===== config.mk =====
export PLATFORM = sky130hd
export DESIGN_NAME = fetch_unit_flat
export DESIGN_NICKNAME = d
export VERILOG_FILES = /design/src/rtl/mips_pkg.sv /design/src/rtl/fetch_unit_if.sv /design/src/rtl/fetch_unit_instr_decode.sv /design/src/rtl/fetch_unit.sv /design/src/flat_wrapper.sv
export SDC_FILE = /design/constraint.sdc
export NUM_CORES = 1
export LEC_CHECK = 0
export CORE_ASPECT_RATIO = 1.75
export CORE_MARGIN = 2
export CORE_UTILIZATION = 30
export DETAILED_ROUTE_END_ITERATION = 10
export PLACE_DENSITY_LB_ADDON = 0.12
export SYNTH_ARGS = -nofsm -noshare
export SYNTH_HDL_FRONTEND = slang
export SYNTH_SLANG_ARGS = --single-unit
export TNS_END_PERCENT = 20

===== constraint.sdc =====
create_clock -name clk -period 4.3 [get_ports clk]
set_input_delay 0.86 -clock clk [delete_from_list [all_inputs] [get_ports clk]]
set_output_delay 0.86 -clock clk [all_outputs]
set_load 0.01 [all_outputs]

===== src/rtl/mips_pkg.sv =====
// -----------------------------------------------------------------------------
// mips_pkg
// Shared types and constants for the Harvard 5-instruction MIPS core front end.
//   fetch_state_t        : 2-bit sequencing state of the fetch unit
//   OP_RTYPE / FN_JR     : opcode/func pair that identifies JR
//   RESET_VECTOR_DEFAULT : first fetch address after reset
// -----------------------------------------------------------------------------
package mips_pkg;

    typedef enum logic [1:0] {
        IDLE  = 2'd0,
        FETCH = 2'd1,
        EXEC  = 2'd2,
        HALT  = 2'd3
    } fetch_state_t;

    localparam logic [5:0]  OP_RTYPE             = 6'h00;
    localparam logic [5:0]  FN_JR                = 6'h08;
    localparam logic [31:0] RESET_VECTOR_DEFAULT = 32'hBFC00000;

endpackage


===== src/rtl/fetch_unit_if.sv =====
// -----------------------------------------------------------------------------
// fetch_unit_if
// Avalon-style instruction-memory read bus.
//   instr_address     : byte address of the word being read
//   instr_read        : read strobe
//   instr_waitrequest : memory stall; a read completes on read=1, waitrequest=0
//   instr_readdata    : fetched word, valid when the read completes
// Modports: master (fetch unit), slave (instruction memory).
// -----------------------------------------------------------------------------
interface fetch_unit_if;

    logic [31:0] instr_address;
    logic        instr_read;
    logic        instr_waitrequest;
    logic [31:0] instr_readdata;

    modport master (
        output instr_address,
        output instr_read,
        input  instr_waitrequest,
        input  instr_readdata
    );

    modport slave (
        input  instr_address,
        input  instr_read,
        output instr_waitrequest,
        output instr_readdata
    );

endinterface


===== src/rtl/fetch_unit_instr_decode.sv =====
// -----------------------------------------------------------------------------
// instr_decode
// Purely combinational field slicer for a 32-bit MIPS instruction word.
//   ir            in  : instruction register
//   opcode        out : ir[31:26]
//   rs, rt, rd    out : ir[25:21], ir[20:16], ir[15:11]
//   func_code     out : ir[5:0]
//   alu_immediate out : ir[15:0]
//   is_jr         out : R-type with func JR
// -----------------------------------------------------------------------------
module instr_decode
    import mips_pkg::*;
(
    input  logic [31:0] ir,
    output logic [5:0]  opcode,
    output logic [4:0]  rs,
    output logic [4:0]  rt,
    output logic [4:0]  rd,
    output logic [5:0]  func_code,
    output logic [15:0] alu_immediate,
    output logic        is_jr
);

    assign opcode        = ir[31:26];
    assign rs            = ir[25:21];
    assign rt            = ir[20:16];
    assign rd            = ir[15:11];
    assign func_code     = ir[5:0];
    assign alu_immediate = ir[15:0];
    assign is_jr         = (ir[31:26] == OP_RTYPE) && (ir[5:0] == FN_JR);

endmodule


===== src/rtl/fetch_unit.sv =====
// -----------------------------------------------------------------------------
// fetch_unit
// Instruction fetch and sequencing for the 5-instruction MIPS core. Owns the
// PC and the delay-slot next-PC, runs the instruction-memory read handshake,
// holds the instruction register and exposes its fields to the datapath.
// Execution stops when the address about to be fetched is 0.
//
// Ports:
//   clk, reset        : clock (rising edge), asynchronous active-high reset
//   imem (master)     : instruction-memory read bus (fetch_unit_if)
//   jr_target         : rs register value from the datapath, used by JR
//   opcode..alu_immediate : instruction-register fields
//   instr_valid       : high for the single EXEC cycle of each instruction
//   active            : low once halted
//   fault             : misaligned JR target seen (sticky until reset)
//
// Build option: FETCH_ALIGN_CHECK_EN -- when defined, a JR to a non-word-aligned
// target halts immediately (delay slot not executed) and raises fault. When
// undefined, the low two target bits are masked and fault is tied low.
// -----------------------------------------------------------------------------
module fetch_unit
    import mips_pkg::*;
#(
    parameter logic [31:0] RESET_VECTOR = RESET_VECTOR_DEFAULT
) (
    input  logic               clk,
    input  logic               reset,
    fetch_unit_if.master       imem,
    input  logic [31:0]        jr_target,
    output logic [5:0]         opcode,
    output logic [4:0]         rs,
    output logic [4:0]         rt,
    output logic [4:0]         rd,
    output logic [5:0]         func_code,
    output logic [15:0]        alu_immediate,
    output logic               instr_valid,
    output logic               active,
    output logic               fault
);

    fetch_state_t state_q, state_d;
    logic [31:0]  pc_q, pc_d;
    logic [31:0]  npc_q, npc_d;
    logic [31:0]  ir_q, ir_d;
    logic         is_jr;
    logic         align_fault;
    logic [31:0]  jr_target_eff;
    logic         read_done;

    instr_decode u_decode (
        .ir            (ir_q),
        .opcode        (opcode),
        .rs            (rs),
        .rt            (rt),
        .rd            (rd),
        .func_code     (func_code),
        .alu_immediate (alu_immediate),
        .is_jr         (is_jr)
    );

    assign read_done = (state_q == FETCH) && !imem.instr_waitrequest;

`ifdef FETCH_ALIGN_CHECK_EN
    logic fault_q, fault_d;

    // Only a JR actually executing can fault; the target is otherwise ignored.
    assign align_fault   = (state_q == EXEC) && is_jr && (jr_target[1:0] != 2'b00);
    assign jr_target_eff = jr_target;

    always_comb begin
        fault_d = fault_q | align_fault;
    end

    always_ff @(posedge clk or posedge reset) begin
        if (reset) fault_q <= 1'b0;
        else       fault_q <= fault_d;
    end

    assign fault = fault_q;
`else
    assign align_fault   = 1'b0;
    assign jr_target_eff = jr_target & 32'hFFFF_FFFC;
    assign fault         = 1'b0;
`endif

    // ---------------- FSM: state register ----------------
    always_ff @(posedge clk or posedge reset) begin
        if (reset) state_q <= IDLE;
        else       state_q <= state_d;
    end

    // ---------------- FSM: next state ----------------
    always_comb begin
        state_d = state_q;
        case (state_q)
            IDLE:  state_d = FETCH;
            FETCH: if (read_done) state_d = EXEC;
            EXEC: begin
                // npc_q is the address that would be fetched next: 0 means stop.
                if (align_fault || (npc_q == 32'd0)) state_d = HALT;
                else                                 state_d = FETCH;
            end
            HALT:  state_d = HALT;
            default: state_d = IDLE;
        endcase
    end

    // ---------------- FSM: outputs ----------------
    always_comb begin
        imem.instr_read = 1'b0;
        instr_valid     = 1'b0;
        active          = 1'b1;
        case (state_q)
            FETCH: imem.instr_read = 1'b1;
            EXEC:  instr_valid     = 1'b1;
            HALT:  active          = 1'b0;
            default: ;
        endcase
    end

    assign imem.instr_address = pc_q;

    // ---------------- PC / npc / IR ----------------
    always_comb begin
        pc_d  = pc_q;
        npc_d = npc_q;
        ir_d  = ir_q;
        if (read_done) ir_d = imem.instr_readdata;
        // Delay-slot sequencing: the word after a JR always runs before the
        // target, because pc advances to the old npc, not to the target.
        if ((state_q == EXEC) && !align_fault) begin
            pc_d  = npc_q;
            npc_d = is_jr ? jr_target_eff : (npc_q + 32'd4);
        end
    end

    always_ff @(posedge clk or posedge reset) begin
        if (reset) begin
            pc_q  <= RESET_VECTOR;
            npc_q <= RESET_VECTOR + 32'd4;
            ir_q  <= 32'd0;
        end else begin
            pc_q  <= pc_d;
            npc_q <= npc_d;
            ir_q  <= ir_d;
        end
    end

endmodule


===== src/flat_wrapper.sv =====
// flat-port wrapper written by rule: the top's interface ports become plain ports
module fetch_unit_flat import mips_pkg::*;
#(
    parameter logic [31:0] RESET_VECTOR = RESET_VECTOR_DEFAULT
)
  (clk, reset, jr_target, opcode, rs, rt, rd, func_code, alu_immediate, instr_valid, active, fault, imem_instr_address, imem_instr_read, imem_instr_waitrequest, imem_instr_readdata);
  fetch_unit_if imem_i ();
  input  logic clk;
  input  logic reset;
  input  logic [31:0] jr_target;
  output logic [5:0] opcode;
  output logic [4:0] rs;
  output logic [4:0] rt;
  output logic [4:0] rd;
  output logic [5:0] func_code;
  output logic [15:0] alu_immediate;
  output logic instr_valid;
  output logic active;
  output logic fault;
  output wire logic [$bits(imem_i.instr_address)-1:0] imem_instr_address;
  output wire logic [$bits(imem_i.instr_read)-1:0] imem_instr_read;
  input wire logic [$bits(imem_i.instr_waitrequest)-1:0] imem_instr_waitrequest;
  input wire logic [$bits(imem_i.instr_readdata)-1:0] imem_instr_readdata;
  assign imem_instr_address = imem_i.instr_address;
  assign imem_instr_read = imem_i.instr_read;
  assign imem_i.instr_waitrequest = imem_instr_waitrequest;
  assign imem_i.instr_readdata = imem_instr_readdata;
  fetch_unit #(.RESET_VECTOR(RESET_VECTOR)) u_core (.clk(clk), .reset(reset), .imem(imem_i), .jr_target(jr_target), .opcode(opcode), .rs(rs), .rt(rt), .rd(rd), .func_code(func_code), .alu_immediate(alu_immediate), .instr_valid(instr_valid), .active(active), .fault(fault));
endmodule

### Word level (Yosys, flattened, before mapping)

Index checks and enable logic that the tools add are counted.

| cells by class | value |
|---|---|
| add/subtract/negate cells | 1 |
| eq/ne operators | 5 |
| multiplexer cells | 7 |
| reductions and logical operators | 6 |

Operators by type and width:

| operator | number |
|---|---|
| $add A32 B3 Y32 const B | 1 |
| $logic_not A32 Y1 | 1 |
| $mux W32 | 1 |
| $pmux W2 S4 | 1 |
| $eq A6 B4 Y1 const B | 1 |
| $logic_not A6 Y1 | 1 |
| $eq A2 B2 Y1 const B | 2 |
| $mux W2 | 2 |
| $mux W1 | 3 |
| $eq A2 B1 Y1 const B | 1 |
| $logic_and A1 B1 Y1 | 2 |
| $logic_not A2 Y1 | 1 |
| $ne A2 B1 Y1 const B | 1 |
| $logic_not A1 Y1 | 1 |

| word-level totals | value |
|---|---|
| flip-flop bits (word level) | 98 |
| input bits | 67 |
| output and inout bits | 79 |
| logic and storage cells | 23 |

### Longest topological paths before layout

| logic depth | value |
|---|---|
| depth in word-level cells | 4 |
| mapped depth | 7 |
| depth with buffers taken out | 6 |

### Hierarchy

From an unflattened synthesis, not the netlist that was laid out.

| second synthesis, totals | value |
|---|---|
| cell total of the unflattened synthesis | 515 |
| area, all modules | 4953.5 um^2 |

By module, submodules not included:

| module | times used | cells each | area an instance (um^2) | seq. area each (um^2) |
|---|---|---|---|---|
| fetch_unit | 1 | 468 | 4603.2 | 2376.0 |
| instr_decode | 1 | 47 | 350.3 | 0.0 |

### Worst setup path before layout

No wires, ideal clock.

| path | value |
|---|---|
| path kind | flip-flop to output port |
| start point | reg u_core.state_q[0] |
| end point | out instr_valid |
| arrival | 1.197 ns |
| data required time | 3.440 ns |
| slack | 2.243 ns |
| stages on the path, launching flop included | 5 |
| path buffers | 2 |
| path through | dfrtp_1 > nand2b_1 > inv_1 > clkbuf_1 > clkbuf_1 |

| between the ends | value |
|---|---|
| cells in the longest elaborated chain, start to end | 2 |

RTL lines:

| item | RTL line | RTL |
|---|---|---|
| start: declaration | fetch_unit.sv:41 | `fetch_state_t state_q, state_d;` |
| start signal: assignment | fetch_unit.sv:89 | `else state_q <= state_d;` |
| $eq A2 B2 Y1 | fetch_unit.sv:113 | `case (state_q)` |
| $mux W1 | fetch_unit.sv:113 |  |
| end: declaration | flat_wrapper.sv:17 | `output logic instr_valid;` |

Every way passes these cells.

### Worst setup path after layout

| path | value |
|---|---|
| start point | reg u_core.ir_q[4] |
| end point | reg u_core.npc_q[27] |

| between the ends | value |
|---|---|
| cells in the longest elaborated chain, start to end | 3 |

RTL lines:

| item | RTL line | RTL |
|---|---|---|
| start: declaration | fetch_unit.sv:44 | `logic [31:0] ir_q, ir_d;` |
| start signal: assignment | fetch_unit.sv:145 | `ir_q <= ir_d;` |
| $eq A6 B4 Y1 | fetch_unit_instr_decode.sv:30 | `assign is_jr = (ir[31:26] == OP_RTYPE) && (ir[5:0] == FN_JR);` |
| $logic_and A1 B1 Y1 | fetch_unit_instr_decode.sv:30 |  |
| $mux W32 | fetch_unit.sv:133 | `npc_d = is_jr ? jr_target_eff : (npc_q + 32'd4);` |
| end signal: assignment | fetch_unit.sv:140 | `npc_q <= RESET_VECTOR + 32'd4;` |
| end signal: assignment | fetch_unit.sv:144 | `npc_q <= npc_d;` |
| end: declaration | fetch_unit.sv:43 | `logic [31:0] npc_q, npc_d;` |

Every way passes these cells.
A chain may end at the register's enable or synchronous reset.

==> metrics.txt <==
status finished, final reports clean; row count 60; total gr overflow 0; Gate Count Post-Synth 488; syn avg cell area 9.53 sq um; Initial DRC Count 225; cts hold-fix bufs 0; Die H 169 um; Worst EP arrival 2.75 ns; CTS H-Tree Depth 3; wire length per cell 17.0 um; Ports 146; synth-to-layout area growth 37.6%; Max Cap Viol 0; DRC 0; core area 15200 sq um; post-CTS setup buffers 0; fin crit share 57.8%; clk slew on worst S/H paths 0.07 ns; critical path endpoint category register; Tot Pwr 1.77 mW; initial antenna violation count 0; Post-synth EDFFs 0; vias in the first global route 4150; setup TNS 0 ns; asr flop ratio synth 100%; DP HPWL 9.42 mm; Setup crit start u_core.ir_q[4]$_DFFE_PP0P_; final core utilization 42.0%; detailed-route wire length 13.4 mm; Final Hold Vio Count 0; R2R depth 6; Final Critical Period 2.49 ns; #FFs+latches synth 94; R2R Setup Slk 1.81 ns; Overall Global Routing Usage 16.4%; Synth cell types 47; Final nets 667; achievable frequency 0.402 GHz; routed vias 4020; die area 16600 sq um; top_reg_cell synth dfrtp_1; worst skew pair latency 0.35 ns; Final Setup Violations 0; Die W 98.1 um; Final Slew Violations 0; Critical Path RT 4.56 ns; Peak VDD IR 166 uV; Post-CTS Resized 0; critical path class reg2reg; crit path capture u_core.npc_q[27]$_DFFE_PP1P_; antenna-violating nets left 0; Power Density 276 nW/um^2; Yosys Warn Count 0; hold crit path type reg2reg; sequential share of the synthesized area 51.1%; Leak 2.76 nW; FF-to-FF End u_core.npc_q[27]$_DFFE_PP1P_; first-pass iteration count of the detailed router 4; total CTS buffers 9; share of cells above drive strength 1 13.8%; crit path launch type register; slew margin rel. 32.7%; Worst Tran Pin Value 1.01 ns; root buf cell clkbuf_16; clk_skew 0.0145 ns; Starting Density 30.5%; critical register-to-register path startpoint u_core.ir_q[4]$_DFFE_PP0P_; global-route wire length before repair 21.6 mm; mapped cell area 4650 sq um; routed vias/inst 5.10; CTS Sinks 94; pin count of the biggest net entering global routing 77; CTS tree yes; hold_ws 0.464 ns; largest buffer count on any clock path 2; ANT cells 0; PortBufs 140; RSZ-0062 raised after global routing no; CP Max Fanout 32; Final Wtd Congestion 0.797
power breakdown:
group          internal [mW]  total [mW]  switching [mW]
logic                 0.0538      0.0843          0.0305
registers              0.886       0.888         0.00170
clock network          0.419       0.795           0.376
flip-flops by register name (all words and copies together), names as in the netlist:
| signal | flops |
|---|---|
| u_core.imem.instr_address | 30 |
| u_core.ir_q | 32 |
| u_core.npc_q | 30 |
| u_core.state_q | 2 |
Yosys cell counts (all sizes together) (5+ instances only):
cell type | instances | area [sq um]
o22ai | 5 | 31.3
nand4 | 9 | 86.3
a21oi | 20 | 100
dfstp | 19 | 499
and3 | 5 | 31.3
mux2 | 35 | 394
dfrtp | 75 | 1880
inv | 11 | 41.3
nand3 | 43 | 215
o21ai | 23 | 115
nor4 | 12 | 103
buf | 28 | 171
nand2 | 100 | 375
nor3 | 13 | 70.1
nor2 | 20 | 75.1
clkbuf | 20 | 75.1
a31oi | 5 | 31.3
cell type report:
| cell class | instances | area, sq um |
|---|---|---|
| multi-input combinational | 337 | 2000 |
| tap | 186 | 233 |
| clock buffer | 10 | 239 |
| timing repair buffer | 145 | 1450 |
| sequential | 94 | 2380 |
| inverter | 11 | 43.8 |
| clock inverter | 6 | 53.8 |
| fill | 1530 | 8840 |
per-stage QoR:
step	setup WS [ns]	std cells	area (sq um)
final	1.81	789	6400
after global routing	1.59	789	6400
after CTS	1.75	789	6400
after detailed placement	1.78	773	6110
after global placement	1.79	773	6110
after floorplan	1.02	490	4660
logic make-up (layout without fill, tap and decap cells):
logic type / Yosys count / after routing / synth area share (%)
AND/OR/NAND/NOR: 224 / 224 / 24.0
flip-flops: 94 / 94 / 51.1
AO/OA/AOI/OAI: 71 / 71 / 9.20
buffers and inverters: 59 / 172 / 6.19
multiplexers: 37 / 37 / 8.91
adder cells (fa/ha/maj): 2 / 2 / 0.538
other: 1 / 3 / 0.0806
how the worst min path moves through the flow:
stage                     depth (start not counted)                                   endpoint                                       from  slack, ns
after global placement                            2  u_core.imem.instr_address[26]$_DFFE_PP1P_  u_core.imem.instr_address[26]$_DFFE_PP1P_       0.45
after global routing                              2  u_core.imem.instr_address[26]$_DFFE_PP1P_  u_core.imem.instr_address[26]$_DFFE_PP1P_       0.47
after detailed placement                          2  u_core.imem.instr_address[23]$_DFFE_PP1P_  u_core.imem.instr_address[23]$_DFFE_PP1P_       0.45
after floorplan                                   2  u_core.imem.instr_address[29]$_DFFE_PP1P_               u_core.npc_q[29]$_DFFE_PP1P_       0.45
final                                             2  u_core.imem.instr_address[23]$_DFFE_PP1P_  u_core.imem.instr_address[23]$_DFFE_PP1P_       0.46
after CTS                                         2  u_core.imem.instr_address[26]$_DFFE_PP1P_  u_core.imem.instr_address[26]$_DFFE_PP1P_       0.47
critical path, stage by stage (launching register included):
cell	delay [ns]
dfrtp_1	0.42
nor4b_1	0.47
nand3_2	0.59
buf_4	0.46
nor2_1	0.19
a311oi_1	0.07
nor3_1	0.21
cell usage in the layout, fill, tap and decap left out, drive strengths merged, types with 2 or more instances in the layout:
cell           instances
o21ai                 23
nand3b                 4
nor4b                  3
nor2                  20
inv                   14
or3                    4
ha                     2
nand4                  9
buf                    5
o22ai                  5
clkbuf                10
nand2                100
nand3                 43
dfrtp                 75
clkinv                 2
a31oi                  5
and2                   3
a22oi                  3
nor3                  13
dfstp                 19
and4                   3
mux2i                  2
nor4                  12
clkdlybuf4s50        140
mux2                  35
o22a                   4
conb                   3
a21oi                 20
a2bb2oi                4
and3                   5
or4                    2
per-layer routing:
layer	track usage [%]	wire (um)
met5	0	0
met2	29.5	7110
met4	5.62	269
met3	4.42	846
met1	18.5	5190
Power figures use the tool's default switching activity.
